==> src/rtl/keypad_scan_ctrl.sv <==
// keypad_scan_ctrl: one-hot column scanner with per-sweep key decision and press/release debounce
// Ports:
//   clk        system clock, rising edge
//   rst_n      asynchronous active-low reset
//   row[3:0]   row returns for the currently driven column
//   col[3:0]   one-hot active-high column drive
//   key_code   debounced key index, 4*row + column
//   key_valid  one-cycle pulse when a press is accepted
//   key_held   high from acceptance until debounced release
module keypad_scan_ctrl #(
    parameter int SETTLE_CYC   = 4,
    parameter int DEBOUNCE_CNT = 3
) (
    input  logic       clk,
    input  logic       rst_n,
    input  logic [3:0] row,
    output logic [3:0] col,
    output logic [3:0] key_code,
    output logic       key_valid,
    output logic       key_held
);
    localparam int SW = $clog2(SETTLE_CYC);
    localparam int CW = $clog2(DEBOUNCE_CNT + 1);
    localparam logic [SW-1:0] SET_MAX = SW'(SETTLE_CYC - 1);
    localparam logic [CW-1:0] DB = CW'(DEBOUNCE_CNT);

    typedef enum logic {RELEASED, PRESSED} state_t;

    state_t        state, state_n;
    logic [SW-1:0] set_cnt;
    logic [1:0]    acc_hits, row_hits, sw_hits, c_idx, row_r;
    logic [2:0]    row_cnt, hit_sum;
    logic [3:0]    acc_idx, sw_idx, prev_idx, prev_idx_n, code_n;
    logic          prev_hit, prev_hit_n, valid_n, held_n;
    logic [CW-1:0] stab_cnt, stab_n, rel_cnt, rel_n;
    logic          sample, eval, is_key, is_none;

    // Sweep result includes the sample taken on the evaluation edge itself
    always_comb begin
        sample   = set_cnt == SET_MAX;
        eval     = sample && col[3];
        c_idx    = col[1] ? 2'd1 : col[2] ? 2'd2 : col[3] ? 2'd3 : 2'd0;
        row_cnt  = {2'b0, row[0]} + {2'b0, row[1]} + {2'b0, row[2]} + {2'b0, row[3]};
        row_hits = row_cnt >= 3'd2 ? 2'd2 : row_cnt[1:0];
        hit_sum  = {1'b0, acc_hits} + {1'b0, row_hits};
        sw_hits  = hit_sum >= 3'd2 ? 2'd2 : hit_sum[1:0];
        row_r    = row[3] ? 2'd3 : row[2] ? 2'd2 : row[1] ? 2'd1 : 2'd0;
        sw_idx   = |row ? {row_r, c_idx} : acc_idx;
        is_key   = sw_hits == 2'd1;
        is_none  = sw_hits == 2'd0;
    end

    always_comb begin
        state_n    = state;
        stab_n     = stab_cnt;
        rel_n      = rel_cnt;
        code_n     = key_code;
        valid_n    = 1'b0;
        held_n     = key_held;
        prev_hit_n = prev_hit;
        prev_idx_n = prev_idx;
        if (eval) begin
            prev_hit_n = is_key;
            prev_idx_n = sw_idx;
            if (state == RELEASED) begin
                stab_n = !is_key ? '0 :
                         (prev_hit && prev_idx == sw_idx) ? (stab_cnt == DB ? DB : stab_cnt + 1'b1) :
                         CW'(1);
                if (is_key && stab_n == DB) begin
                    state_n = PRESSED;
                    code_n  = sw_idx;
                    valid_n = 1'b1;
                    held_n  = 1'b1;
                    rel_n   = '0;
                end
            end else begin
                // MULTI and any KEY both restart the release count
                rel_n = is_none ? (rel_cnt == DB ? DB : rel_cnt + 1'b1) : '0;
                if (is_none && rel_n == DB) begin
                    state_n = RELEASED;
                    held_n  = 1'b0;
                    stab_n  = '0;
                    rel_n   = '0;
                end
            end
        end
    end

    always_ff @(posedge clk or negedge rst_n) begin
        if (!rst_n) begin
            state     <= RELEASED;
            set_cnt   <= '0;
            col       <= 4'b0001;
            acc_hits  <= '0;
            acc_idx   <= '0;
            prev_hit  <= 1'b0;
            prev_idx  <= '0;
            stab_cnt  <= '0;
            rel_cnt   <= '0;
            key_code  <= '0;
            key_valid <= 1'b0;
            key_held  <= 1'b0;
        end else begin
            state     <= state_n;
            set_cnt   <= sample ? '0 : set_cnt + 1'b1;
            col       <= sample ? {col[2:0], col[3]} : col;
            acc_hits  <= eval ? '0 : sample ? sw_hits : acc_hits;
            acc_idx   <= eval ? '0 : sample ? sw_idx : acc_idx;
            prev_hit  <= prev_hit_n;
            prev_idx  <= prev_idx_n;
            stab_cnt  <= stab_n;
            rel_cnt   <= rel_n;
            key_code  <= code_n;
            key_valid <= valid_n;
            key_held  <= held_n;
        end
    end
endmodule

==> config.mk <==
export PLATFORM = sky130hd
export DESIGN_NAME = keypad_scan_ctrl
export DESIGN_NICKNAME = d
export VERILOG_FILES = /design/src/rtl/keypad_scan_ctrl.sv
export SDC_FILE = /design/constraint.sdc
export NUM_CORES = 1
export LEC_CHECK = 0
export ABC_AREA = 1
export BUFFER_PORTS_ARGS = -buffer_cell sky130_fd_sc_hd__buf_2
export CORE_UTILIZATION = 40
export CTS_BUF_LIST = sky130_fd_sc_hd__clkbuf_2 sky130_fd_sc_hd__clkbuf_4 sky130_fd_sc_hd__clkbuf_8
export CTS_CLUSTER_DIAMETER = 120
export DETAILED_ROUTE_END_ITERATION = 8
export SKIP_CTS_REPAIR_TIMING = 1
export SLEW_MARGIN = 20
export SYNTH_ARGS = -nofsm -noshare
export SYNTH_HDL_FRONTEND = slang
export SYNTH_SLANG_ARGS = --single-unit
export TNS_END_PERCENT = 5
==> constraint.sdc <==
create_clock -name clk -period 2 [get_ports clk]
set_clock_uncertainty 0.15 [all_clocks]
set_input_delay 0.1 -clock clk [delete_from_list [all_inputs] [get_ports clk]]
set_output_delay 0.1 -clock clk [all_outputs]
set_load 0.01 [all_outputs]
# ---- Yosys cells after proc, flatten, opt, wreduce, memory -nomap -nowiden
# Index checks and enable logic that the tools add are counted.
dict set report totals {
  romBits 0
  input_bits 6
  ff_bits 28
  output_inout_bits 10
  latchBits 0
  mem_bits_rw 0
  elab_cells 74
  mem_count 0
}
dict set report classes {
  mux 32
  bitwise_logic 1
  magnitude_cmp 2
  div_mod_pow 0
  addsub 7
  multipliers 0
  shift 0
  n_eq_ne 8
  reduce_logical 12
}
# operator n
set ops {}
lappend ops {{two-way mux 2 bit} 20}
lappend ops {{two-way mux 4 bit} 3}
lappend ops {{equality test 2 bit, second input constant} 5}
lappend ops {{two-way mux 1 bit} 9}
lappend ops {{adder 2 x 1 -> 2 bit, second input constant} 3}
lappend ops {{greater-or-equal comparator 3 x 2 -> 1 bit, second input constant} 2}
lappend ops {{AND reduction 3 bit} 2}
lappend ops {{equality test 4 bit} 1}
lappend ops {{logical AND 1 bit} 4}
lappend ops {{AND reduction 2 bit} 2}
lappend ops {{nonzero test 2 bit} 2}
lappend ops {{OR reduction 4 bit} 1}
lappend ops {{adder 2 x 1 -> 3 bit} 1}
lappend ops {{adder 2 x 2 -> 3 bit} 1}
lappend ops {{adder 3 x 1 -> 3 bit} 1}
lappend ops {{adder 1 x 1 -> 2 bit} 1}
lappend ops {{equality test 2 x 1 -> 1 bit, second input constant} 1}
lappend ops {{zero test 2 bit} 1}
lappend ops {{!= test 2 x 1 -> 1 bit, second input constant} 1}
lappend ops {{inverter 1 bit} 1}

# ---- Longest topological paths before layout
# Gate-level depths: netlist of run 1.
dict set report logic_depth {
  ltp_word 15
  mapped_depth 21
  ltp_nobuf 21
}

# ---- Worst setup path after synthesis of run 1
# Ideal clock, no wire load.
dict set report synth_timing {
  kind {input -> register}
  startpoint {in row[0]}
  endpoint {reg key_code[0]}
  setup_ns 0.117
  path_slack_ns -1.045
  t_arrival_ns 2.778
  path_buffers 0
  t_required_ns 1.733
  stages 21
  cell_sequence {inv_1 > fa_1 > inv_1 > ha_1 > inv_1 > ha_1 > nand2_1 > nand3_1 > inv_1 > ha_1 > inv_1 > fa_1 > nand2_1 > nor2_1 > inv_1 > nor2_1 > nand3_4 > nor2_8 > inv_2 > nand2_1 > nand2_1}
}
dict set report synth_between {
  elab_chain_len 13
  elab_cells_between_ends 18
  cone_classes {add/sub (4); order compare (2); eq/ne (3); mux (5); reduce/logical (4)}
}
# element line
set synth_lines {}
lappend synth_lines {{start: declaration} 16} ;# input logic [3:0] row,
lappend synth_lines {{adder 1 x 1 -> 2 bit} 43} ;# row_cnt = {2'b0, row[0]} + {2'b0, row[1]} + {2'b0, row[2]} + {2'b0, row[3]};
lappend synth_lines {{adder 2 x 1 -> 3 bit} 43}
lappend synth_lines {{adder 3 x 1 -> 3 bit} 43}
lappend synth_lines {{greater-or-equal comparator 3 x 2 -> 1 bit} 44} ;# row_hits = row_cnt >= 3'd2 ? 2'd2 : row_cnt[1:0];
lappend synth_lines {{two-way mux 2 bit} 44}
lappend synth_lines {{adder 2 x 2 -> 3 bit} 45} ;# hit_sum = {1'b0, acc_hits} + {1'b0, row_hits};
lappend synth_lines {{greater-or-equal comparator 3 x 2 -> 1 bit} 46} ;# sw_hits = hit_sum >= 3'd2 ? 2'd2 : hit_sum[1:0];
lappend synth_lines {{two-way mux 2 bit} 46}
lappend synth_lines {{equality test 2 x 1 -> 1 bit} 49} ;# is_key = sw_hits == 2'd1;
lappend synth_lines {{two-way mux 2 bit} 66} ;# stab_n = !is_key ? '0 :
lappend synth_lines {{equality test 2 bit} 69} ;# if (is_key && stab_n == DB) begin
lappend synth_lines {{logical AND 1 bit} 69}
lappend synth_lines {{AND reduction 3 bit (no source line)} n/a}
lappend synth_lines {{end signal: assignment} 113} ;# key_code <= code_n;
lappend synth_lines {{end: declaration} 18} ;# output logic [3:0] key_code,
# Several ways; a longest one is shown, not always the timed one.
# A chain may end at the register's enable or synchronous reset.

# ---- Final worst setup path of run 1
dict set report layout_timing {
  startpoint {in row[0]}
  endpoint {reg key_code[2]}
}
# Same word-level chain as after synthesis.

==> reports/summary.log, run 1 <==
INFO  placed_design  placedInstanceArea=1760um^2
INFO  clock_network  cts_buffers=3
INFO  clock_network  clk_root_buffer_cell=sky130_fd_sc_hd__clkbuf_8
INFO  worst_setup_path cpMaxStageDelayCell=sky130_fd_sc_hd__fa_1
INFO  cells_and_area layout.cells.non_filler=267
INFO  worst_setup_path setup.worst_path.start_class=input pin
INFO  clock_network  cts_sinks=28
INFO  cells_and_area mostFrequentLayoutCells=38 x sky130_fd_sc_hd__nand2_1, 27 x sky130_fd_sc_hd__dfrtp_1, 24 x sky130_fd_sc_hd__inv_1, 15 x sky130_fd_sc_hd__nand2_2, 15 x sky130_fd_sc_hd__buf_4
INFO  sta            rsz0062_at_grt=true
INFO  floorplanning  io-pin-count=16
INFO  worst_hold_path hp-class=in -> reg
INFO  synthesis      post_synth_num_cell_types=24
INFO  cells_and_area layout-drive-gt1-share=35.6%
INFO  sta            timing.fmax=0.353GHz
INFO  routing        postRouteAntennaNets=0
INFO  cells_and_area layout.filler_cells=350
INFO  global_routing grt_start_max_net_pins=29
INFO  synthesis      ys_ff_latch=28
INFO  worst_setup_path critical_path_required=2.03ns
INFO  flow_run       timing.max_cap.violations=0
INFO  clock_network  clk_pin_slew=0.10ns
INFO  global_routing antenna_found_initial=0
INFO  status         outcome=finished, violations left
INFO  synthesis      post_synth_adder_cell_area=7.56%
INFO  synthesis      synth_mux_area_share=0%
INFO  cells_and_area ant_diodes=0
INFO  sta            finalSetupViolCount=14
INFO  clock_network  h-tree-depth=1
INFO  power          p_leak=0.00104uW
INFO  routing        detail_route.drc_violations=0
INFO  synthesis      synthesized_area_fraction_occupied_by_ao_oa_aoi_and_oai_cells=8.30%
INFO  placed_design  dpl.cell_count=259
INFO  routing        via_count=1297
INFO  sta            max-slew-margin-rel=57.9%
INFO  worst_setup_path worstPathBufferInverterCount=8
INFO  synthesis      synth_edf_count=0
INFO  routing        detail_route.vias_per_cell=4.86
INFO  clock_network  worst_skew_pair.late_latency=0.28ns
INFO  cells_and_area finish.net_count=234
INFO  synthesis      syn_nets=200
INFO  floorplanning  placementRows=22
INFO  synthesis      syn_inst=186
INFO  cells_and_area area_growth=28.5%
INFO  worst_setup_path family_with_the_most_delay_on_the_worst_path=adder cells
INFO  power          power_density_over_the_cells=680nW/um^2
INFO  placed_design  gp_routability_congestion=0.795
INFO  worst_setup_path timing.critical_path.arrival=2.85ns
INFO  cells_and_area most_common_library_cell_in_the_layout_ignoring_fill_and_taps=sky130_fd_sc_hd__nand2_1
INFO  worst_setup_path crit_top_cell=sky130_fd_sc_hd__inv_2
INFO  synthesis      post_synth_and_or_nand_nor_area_fraction=28.9%
INFO  sta            worst_pin_slew=0.632ns
INFO  routing        wl_per_cell=12.1um
INFO  floorplanning  initial_utilization=41.6%
INFO  sta            final_hold_viol_count=0
INFO  synthesis      ys_async_sr_fraction=100%
INFO  worst_setup_path crit_path_max_fanout=6
INFO  floorplanning  fp.dieArea=4060um^2
INFO  routing        drtIter0Drc=42
INFO  synthesis      yosys.area_share.xor_xnor=0%
INFO  cells_and_area finish.instance_area=1960um^2
INFO  clock_network  cts-root-to-sink-buffers=2
INFO  floorplanning  fp.dieH=63.7um
INFO  power          worst_case_vdd_ir_drop=0.263mV
INFO  placed_design  placement.io_buffers=15
INFO  worst_setup_path path_depth=22
INFO  global_routing gr-usage-all-layers=16.9%
INFO  routing        drt_pre_antenna_iters=4
INFO  sta            layout_worst_path_cycle_share=141%
INFO  worst_setup_path ff2ff_path_depth=12
INFO  worst_setup_path cpPeakStageDelay=0.55ns
INFO  synthesis      seq_area_frac_synth=46.1%
INFO  sta            postLayoutSetupSlackWorst=-0.829ns
INFO  synthesis      post_synth.cell_area_avg=8.19um^2
INFO  sta            period_minus_slack=2.83ns
INFO  status         violations=setup timing
INFO  cells_and_area finish.utilization=53.5%
INFO  floorplanning  core_region_area=3660um^2
INFO  floorplanning  floorplan.die.width=63.7um
INFO  synthesis      yosysWarnings=0
INFO  clock_network  cts_tree=built
INFO  global_routing overflow=0
INFO  placed_design  place.detailed.hpwl=2.38mm
INFO  global_routing grt_pass1_vias=1300
INFO  global_routing first_pass_grt_wire_length=5.31mm
INFO  sta            finalMaxSlewViolations=0
INFO  synthesis      dominantRegCellSynth=sky130_fd_sc_hd__dfrtp_1
INFO  synthesis      dominant_combinational_cell_family_by_area_after_synthesis=simple AND/OR/NAND/NOR gates
INFO  synthesis      synth.cell_area=1520um^2
INFO  worst_hold_path worst_hold_path.num_cells=5
INFO  routing        wl=3.22mm
INFO  worst_setup_path timing.critical_path.to_type=register
INFO  worst_setup_path worst-setup-path-type=in -> reg
INFO  worst_setup_path critical_path_cell_by_cell=buf_2, inv_2, fa_1, inv_2, ha_4, inv_2, ha_4, nand2_2, nand3_2, inv_2, ha_4, inv_2, fa_1, nand2_2, nor2_4, inv_2, nor2_4, nand3_4, nor2_8, inv_4, nand2_1, nand2_1
synth_stat cells (all sizes together) (2+ instances only):
cell | number | area share (%)
clkbuf | 3 | 0.74
dfrtp | 27 | 44
nor3 | 2 | 0.66
a21oi | 3 | 0.99
fa | 2 | 2.6
ha | 6 | 4.9
inv | 34 | 8.4
nand4 | 2 | 0.82
nand3 | 15 | 6.1
o22ai | 5 | 2.1
nand2 | 53 | 14
nor2 | 17 | 6.6
o21ai | 13 | 4.3
per-stage QoR:
stage / TNS (ns) / setup WS (ns) / power [uW] / hold slack (ns)
detailed placement: -15.80 / -1.26 / 824 / 0.00537
finish: -10.15 / -0.829 / 1330 / 0.181
global placement: -14.80 / -1.18 / 818 / -0.00334
floorplan: -11.65 / -0.995 / 730 / -0.346
CTS: -11.82 / -0.980 / 1270 / -0.301
global route: -12.16 / -0.974 / 1400 / 0.188
power by group:
group / internal, uW / switching (uW)
Combinational: 142 / 148
Clock: 268 / 182
Sequential: 583 / 8.61
Total: 992 / 338
sequential cells by signal, summed over array words and instances, names as in the netlist:
signal	flops
acc_idx	4
col	4
key_code	4
prev_idx	4
acc_hits	2
rel_cnt	2
set_cnt	2
stab_cnt	2
key_held	1
key_valid	1
prev_hit	1
state	1
layout make-up:
type | instances | area [um^2] | share of cell area (%)
multi-input cells | 121 | 772 | 39.5
flip-flops and latches | 28 | 702 | 35.9
repair buffers | 32 | 219 | 11.2
inverters | 34 | 133 | 6.78
well taps | 48 | 60.1 | 3.07
clock buffers | 3 | 41.3 | 2.11
clock inverters | 1 | 30.0 | 1.53
tightest hold or removal path, delay by kind of cell:
kind	cells	cell delay, ns
AOI/OAI and AO/OA	2	0.16
and+or+nand+nor	2	0.22
buffers and inverters	1	0.08
cells by family after synthesis:
family	count (synthesis)
DFF	28
AOI/OAI and AO/OA	23
buffers and inverters	37
and+or+nand+nor	90
adders and majority gates	8
path summary, 6_finish.rpt:
path / start / slack (ns) / end
min: row[1] / 0.18 / acc_idx[2]
max in group asynchronous: rst_n / 1.07 / stab_cnt[1]
min reg2reg: set_cnt[0] / 0.28 / set_cnt[0]
max reg2reg: acc_hits[0] / -0.15 / key_code[2]
min in group asynchronous: rst_n / 0.22 / acc_idx[1]
max: row[0] / -0.83 / key_code[2]
per-layer routing:
metal	wire length (um)	GRT usage, %	vias up
met5	0	0	-
met3	73	1.99	4
met4	33	7.67	0
met1	1440	18.8	629
met2	1670	31.5	14
li1	-	-	650
No activity file was read; power rests on OpenSTA's default activity.
==> run 2, diff against run 1 <==
--- a/config.mk
+++ b/config.mk
@@ -11,6 +11,7 @@
 export CTS_BUF_LIST = sky130_fd_sc_hd__clkbuf_2 sky130_fd_sc_hd__clkbuf_4 sky130_fd_sc_hd__clkbuf_8
 export CTS_CLUSTER_DIAMETER = 120
 export DETAILED_ROUTE_END_ITERATION = 8
+export RECOVER_POWER = 100
 export SKIP_CTS_REPAIR_TIMING = 1
 export SLEW_MARGIN = 20
 export SYNTH_ARGS = -nofsm -noshare
==> reports/summary.log, run 2 (synthesis gave the netlist of run 1 again) <==
INFO  status         outcome=finished, violations left
INFO  status         violations=setup timing
INFO  sta            finalSetupViolCount=14
INFO  power          worst_case_vdd_ir_drop=0.263mV
INFO  placed_design  placement.io_buffers=15
INFO  floorplanning  placementRows=22
INFO  floorplanning  io-pin-count=16
INFO  global_routing antenna_found_initial=0
INFO  global_routing grt_util_met3=1.99%
INFO  global_routing grt.met2_usage=31.5%
INFO  sta            finalMaxSlewViolations=0
INFO  clock_network  cts_sinks=28
INFO  worst_setup_path crit_path_max_fanout=6
INFO  routing        drtIter0Drc=44
INFO  floorplanning  floorplan.die.width=63.7um
INFO  global_routing first_pass_grt_wire_length=5.31mm
INFO  worst_setup_path timing.critical_path.arrival=2.86ns
INFO  sta            final_hold_viol_count=0
INFO  clock_network  h-tree-depth=1
INFO  cells_and_area layout-drive-gt1-share=31.1%
INFO  clock_network  cts_buffers=3
INFO  global_routing overflow=0
INFO  placed_design  place.detailed.hpwl=2.38mm
INFO  clock_network  clk_root_buffer_cell=sky130_fd_sc_hd__clkbuf_8
INFO  cells_and_area area_growth=27.4%
INFO  placed_design  dp_slack=-1.26ns
INFO  floorplanning  core_region_area=3660um^2
INFO  clock_network  cts_tree=built
INFO  floorplanning  initial_utilization=41.6%
INFO  sta            postLayoutSetupSlackWorst=-0.830ns
INFO  sta            timing.hold.ws=0.181ns
INFO  worst_setup_path critical_path_required=2.03ns
INFO  routing        drt_pre_antenna_iters=4
INFO  clock_network  clk_pin_slew=0.10ns
INFO  worst_hold_path hp-class=in -> reg
INFO  routing        detail_route.vias_per_cell=4.85
INFO  global_routing gr-usage-all-layers=16.9%
INFO  placed_design  placedInstanceArea=1760um^2
INFO  cells_and_area layout.filler_cells=353
INFO  sta            max-slew-margin-rel=53.1%
INFO  clock_network  worst_skew_pair.late_latency=0.28ns
INFO  floorplanning  fp.dieArea=4060um^2
INFO  routing        wl_per_cell=12.1um
INFO  worst_setup_path timing.critical_path.to_type=register
INFO  cells_and_area finish.net_count=234
INFO  floorplanning  fp.dieH=63.7um
INFO  cells_and_area most_common_library_cell_in_the_layout_ignoring_fill_and_taps=sky130_fd_sc_hd__nand2_1
INFO  power          power_density_over_the_cells=686nW/um^2
INFO  sta            period_minus_slack=2.83ns
INFO  cells_and_area mostFrequentLayoutCells=38 x sky130_fd_sc_hd__nand2_1, 27 x sky130_fd_sc_hd__dfrtp_1, 24 x sky130_fd_sc_hd__inv_1, 15 x sky130_fd_sc_hd__nand2_2, 13 x sky130_fd_sc_hd__buf_4
INFO  global_routing grt_pass1_vias=1300
INFO  worst_setup_path setup.worst_path.start_class=input pin
INFO  routing        via_count=1295
INFO  sta            rsz0062_at_grt=true
INFO  placed_design  gp_routability_congestion=0.795
INFO  global_routing grt_busiest_layer=met2
INFO  cells_and_area finish.utilization=53.0%
INFO  worst_setup_path worst-setup-path-type=in -> reg
INFO  cells_and_area finish.instance_area=1940um^2
INFO  flow_run       timing.max_cap.violations=0
INFO  routing        postRouteAntennaNets=0
INFO  sta            layout_worst_path_cycle_share=141%
INFO  routing        wl=3.22mm
INFO  routing        detail_route.drc_violations=0
INFO  global_routing global_route_met1_utilization=18.8%
INFO  global_routing grt_start_max_net_pins=29
INFO  sta            worst_pin_slew=0.703ns
INFO  cells_and_area ant_diodes=0
INFO  power          p_leak=0.00100uW
INFO  clock_network  cts-root-to-sink-buffers=2
INFO  sta            timing.fmax=0.353GHz
==> run 2: changes by cell type in the layout (fill, tap and decap cells not counted) <==
cell                       change
sky130_fd_sc_hd__clkbuf_1     +10
sky130_fd_sc_hd__buf_2         -9
sky130_fd_sc_hd__buf_4         -2
sky130_fd_sc_hd__clkbuf_2      +1
==> run 2: worst max-delay path, cell delays in order <==
cell                      delay, ns
sky130_fd_sc_hd__buf_2         0.09
sky130_fd_sc_hd__inv_2         0.05
sky130_fd_sc_hd__fa_1          0.51
sky130_fd_sc_hd__inv_2         0.05
sky130_fd_sc_hd__ha_4          0.16
sky130_fd_sc_hd__inv_2         0.06
sky130_fd_sc_hd__ha_4          0.20
sky130_fd_sc_hd__nand2_2       0.06
sky130_fd_sc_hd__nand3_2       0.06
sky130_fd_sc_hd__inv_2         0.07
sky130_fd_sc_hd__ha_4          0.12
sky130_fd_sc_hd__inv_2         0.03
sky130_fd_sc_hd__fa_1          0.55
sky130_fd_sc_hd__nand2_2       0.10
sky130_fd_sc_hd__nor2_4        0.10
sky130_fd_sc_hd__inv_2         0.05
sky130_fd_sc_hd__nor2_4        0.09
sky130_fd_sc_hd__nand3_4       0.10
sky130_fd_sc_hd__nor2_8        0.14
sky130_fd_sc_hd__inv_4         0.06
sky130_fd_sc_hd__nand2_1       0.05
sky130_fd_sc_hd__nand2_1       0.04
==> run 2: cell type report <==
class / count / area [um^2] / area share, %
clock buffer: 3 / 41.3 / 2.13
clock inverter: 1 / 30.0 / 1.55
inverter: 34 / 133 / 6.84
multi-input combinational: 121 / 772 / 39.8
sequential: 28 / 702 / 36.2
tap: 48 / 60.1 / 3.10
timing repair buffer: 32 / 201 / 10.4
==> run 2: path summary, 6_finish.rpt <==
| kind | depth (start not counted) | from | end | slack [ns] |
|---|---|---|---|---|
| worst max-delay path | 22 | row[0] | key_code[2] | -0.83 |
| worst min-delay path | 5 | row[1] | acc_idx[2] | 0.18 |
| worst max register to register | 12 | acc_hits[0] | key_code[2] | -0.15 |
| worst min register to register | 1 | set_cnt[0] | set_cnt[0] | 0.28 |
| max in group asynchronous | 2 | rst_n | stab_cnt[1] | 1.01 |
| min in group asynchronous | 2 | rst_n | acc_idx[1] | 0.24 |
==> run 2: routing by layer <==
metal,vias to the layer above,share of wire [%],wire length [um]
met5,-,0,0
met3,4,2.5,82
met4,0,1.0,33
met1,626,44,1430
li1,649,-,-
met2,16,52,1680
==> run 2: power breakdown <==
part / leakage, uW / internal (uW) / switching [uW]
clock: 0.0000357 / 268 / 182
combinational: 0.000618 / 142 / 147
sequential: 0.000346 / 583 / 8.90
==> run 2: per-stage QoR <==
step / power [uW] / TNS [ns] / cells
2_1_floorplan: 730 / -11.65 / 186
3_3_place_gp: 818 / -14.80 / 259
3_5_place_dp: 824 / -15.80 / 259
4_1_cts: 1270 / -11.82 / 263
5_1_grt: 1400 / -12.20 / 267
6_report: 1330 / -10.19 / 267
==> run 3, diff against run 2 <==
--- a/config.mk
+++ b/config.mk
@@ -11,7 +11,7 @@
 export CTS_BUF_LIST = sky130_fd_sc_hd__clkbuf_2 sky130_fd_sc_hd__clkbuf_4 sky130_fd_sc_hd__clkbuf_8
 export CTS_CLUSTER_DIAMETER = 120
 export DETAILED_ROUTE_END_ITERATION = 8
-export RECOVER_POWER = 100
+export RECOVER_POWER = 25
 export SKIP_CTS_REPAIR_TIMING = 1
 export SLEW_MARGIN = 20
 export SYNTH_ARGS = -nofsm -noshare
==> reports/summary.log, run 3 (synthesis gave the netlist of run 1 again) <==
INFO  status         outcome=finished, violations left
INFO  status         violations=setup timing
INFO  worst_setup_path cpMaxStageDelayCell=sky130_fd_sc_hd__fa_1
INFO  floorplanning  core_region_area=3660um^2
INFO  clock_network  worst_skew_pair.late_latency=0.28ns
INFO  sta            finalMaxSlewViolations=0
INFO  power          power_switching=338uW
INFO  sta            finalSetupViolCount=14
INFO  worst_hold_path worst_hold_path.num_cells=5
INFO  worst_setup_path worstPathBufferInverterCount=8
INFO  global_routing grt_util_met3=1.99%
INFO  sta            postLayoutSetupSlackWorst=-0.829ns
INFO  placed_design  dp_slack=-1.26ns
INFO  floorplanning  floorplan.die.width=63.7um
INFO  routing        wl=3.22mm
INFO  clock_network  clk_root_buffer_cell=sky130_fd_sc_hd__clkbuf_8
INFO  clock_network  h-tree-depth=1
INFO  routing        detail_route.vias_per_cell=4.86
INFO  clock_network  cts_tree=built
INFO  cells_and_area layout-drive-gt1-share=35.6%
INFO  worst_setup_path critical_path_cell_by_cell=buf_2, inv_2, fa_1, inv_2, ha_4, inv_2, ha_4, nand2_2, nand3_2, inv_2, ha_4, inv_2, fa_1, nand2_2, nor2_4, inv_2, nor2_4, nand3_4, nor2_8, inv_4, nand2_1, nand2_1
INFO  worst_setup_path worst-r2r-setup-slack=-0.15ns
INFO  floorplanning  placementRows=22
INFO  cells_and_area layout.filler_cells=350
INFO  sta            layout_worst_path_cycle_share=141%
INFO  routing        via_count=1297
INFO  power          power_density_over_the_cells=680nW/um^2
INFO  global_routing global_route_met1_utilization=18.8%
INFO  sta            finalSetupTns=-10.15ns
INFO  flow_run       timing.max_cap.violations=0
INFO  sta            timing.fmax=0.353GHz
INFO  power          p_sw_share=25.4%
INFO  clock_network  cts_sinks=28
INFO  worst_setup_path crit_top_cell=sky130_fd_sc_hd__inv_2
INFO  worst_setup_path setup.worst_path.start_class=input pin
INFO  placed_design  place.detailed.hpwl=2.38mm
INFO  worst_hold_path hp-class=in -> reg
INFO  power          finalPower=1330uW
INFO  sta            worst_pin_slew=0.703ns
INFO  power          share_seq_of_total_power=44.4%
INFO  worst_setup_path ff2ff_path_depth=12
INFO  power          power.clock.fraction=33.8%
INFO  floorplanning  fp.dieH=63.7um
INFO  floorplanning  fp.dieArea=4060um^2
INFO  sta            final_hold_viol_count=0
INFO  global_routing grt_busiest_layer=met2
INFO  power          cell_internal_pwr=992uW
INFO  worst_setup_path crit_path_max_fanout=6
INFO  global_routing overflow=0
INFO  power          share_comb_of_total_power=21.7%
INFO  worst_hold_path holdPathEnd=acc_idx[2]
INFO  placed_design  gp_routability_congestion=0.795
INFO  floorplanning  io-pin-count=16
INFO  global_routing grt.met2_usage=31.5%
INFO  worst_setup_path rr_startpoint=acc_hits[0]
INFO  clock_network  cts-root-to-sink-buffers=2
INFO  sta            rsz0062_at_grt=true
INFO  global_routing first_pass_grt_wire_length=5.31mm
INFO  worst_setup_path rr_endpoint=key_code[2]
INFO  routing        postRouteAntennaNets=0
INFO  cells_and_area finish.utilization=53.5%
INFO  worst_hold_path worstHoldStart=row[1]
INFO  worst_setup_path family_with_the_most_delay_on_the_worst_path=adder cells
INFO  worst_setup_path timing.critical_path.arrival=2.85ns
INFO  placed_design  dpl.cell_count=259
INFO  worst_setup_path worst-setup-path-type=in -> reg
INFO  placed_design  placement.io_buffers=15
INFO  cells_and_area most_common_library_cell_in_the_layout_ignoring_fill_and_taps=sky130_fd_sc_hd__nand2_1
INFO  cells_and_area finish.net_count=234
INFO  power          worst_case_vdd_ir_drop=0.263mV
INFO  worst_setup_path critical_path_required=2.03ns
INFO  clock_network  cts_buffers=3
INFO  cells_and_area area_growth=28.5%
INFO  clock_network  clk_pin_slew=0.10ns
INFO  worst_setup_path cpPeakStageDelay=0.55ns
INFO  routing        drtIter0Drc=42
INFO  global_routing gr-usage-all-layers=16.9%
INFO  routing        wl_per_cell=12.1um
INFO  floorplanning  initial_utilization=41.6%
INFO  sta            period_minus_slack=2.83ns
INFO  global_routing grt_start_max_net_pins=29
INFO  power          p_leak=0.00104uW
INFO  cells_and_area layout.cells.non_filler=267
INFO  worst_setup_path timing.critical_path.to_type=register
INFO  routing        drt_pre_antenna_iters=4
INFO  global_routing antenna_found_initial=0
INFO  sta            max-slew-margin-rel=53.1%
INFO  global_routing grt_pass1_vias=1300
INFO  routing        detail_route.drc_violations=0
INFO  cells_and_area mostFrequentLayoutCells=38 x sky130_fd_sc_hd__nand2_1, 27 x sky130_fd_sc_hd__dfrtp_1, 24 x sky130_fd_sc_hd__inv_1, 15 x sky130_fd_sc_hd__nand2_2, 15 x sky130_fd_sc_hd__buf_4
INFO  cells_and_area ant_diodes=0
==> run 3: cell count changes in the layout (fill, tap and decap cells not counted), sizes merged <==
cell,before,now
buf,20,30
clkbuf,14,4
==> run 3: worst max-delay path by stage <==
stage	start	to	slack [ns]	depth (start not counted)
3_3_place_gp	row[0]	key_code[1]	-1.18	22
4_1_cts	row[0]	key_code[3]	-0.98	22
2_1_floorplan	row[0]	key_code[0]	-1.0	21
6_report	row[0]	key_code[2]	-0.83	22
5_1_grt	row[0]	key_code[3]	-0.97	22
3_5_place_dp	row[0]	key_code[3]	-1.26	22
==> run 3: routing by layer <==
metal / up-vias / part of all wire [%]
met5: - / 0
met4: 0 / 1.0
met2: 14 / 52
li1: 650 / -
met3: 4 / 2.3
met1: 629 / 45
==> run 3: final cells by class <==
class / count / area (um^2) / share of cell area [%]
clock buffer: 3 / 41.3 / 2.11
clock inverter: 1 / 30.0 / 1.53
inverter: 34 / 133 / 6.78
multi-input combinational: 121 / 772 / 39.5
sequential: 28 / 702 / 35.9
tap: 48 / 60.1 / 3.07
timing repair buffer: 32 / 219 / 11.2
==> run 3: worst min-delay path: stages <==
cell	delay (ns)
sky130_fd_sc_hd__buf_8	0.08
sky130_fd_sc_hd__o21bai_1	0.05
sky130_fd_sc_hd__nand2_1	0.11
sky130_fd_sc_hd__nand2_1	0.11
sky130_fd_sc_hd__o22ai_1	0.11
==> run 3: metrics by stage <==
step / hold WS (ns) / instance area, um^2
final: 0.181 / 1960
after CTS: -0.301 / 1830
after global routing: 0.188 / 1960
after detailed placement: 0.00537 / 1760
after floorplan: -0.346 / 1540
after global placement: -0.00334 / 1760
==> run 3: power groups by stage <==
stage | clock network, uW | logic (uW) | registers, uW
floorplan | 0 | 132 | 599
global route | 476 | 329 | 593
detailed placement | 0 | 224 | 601
finish | 450 | 289 | 591
global placement | 0 | 219 | 599
CTS | 457 | 225 | 590
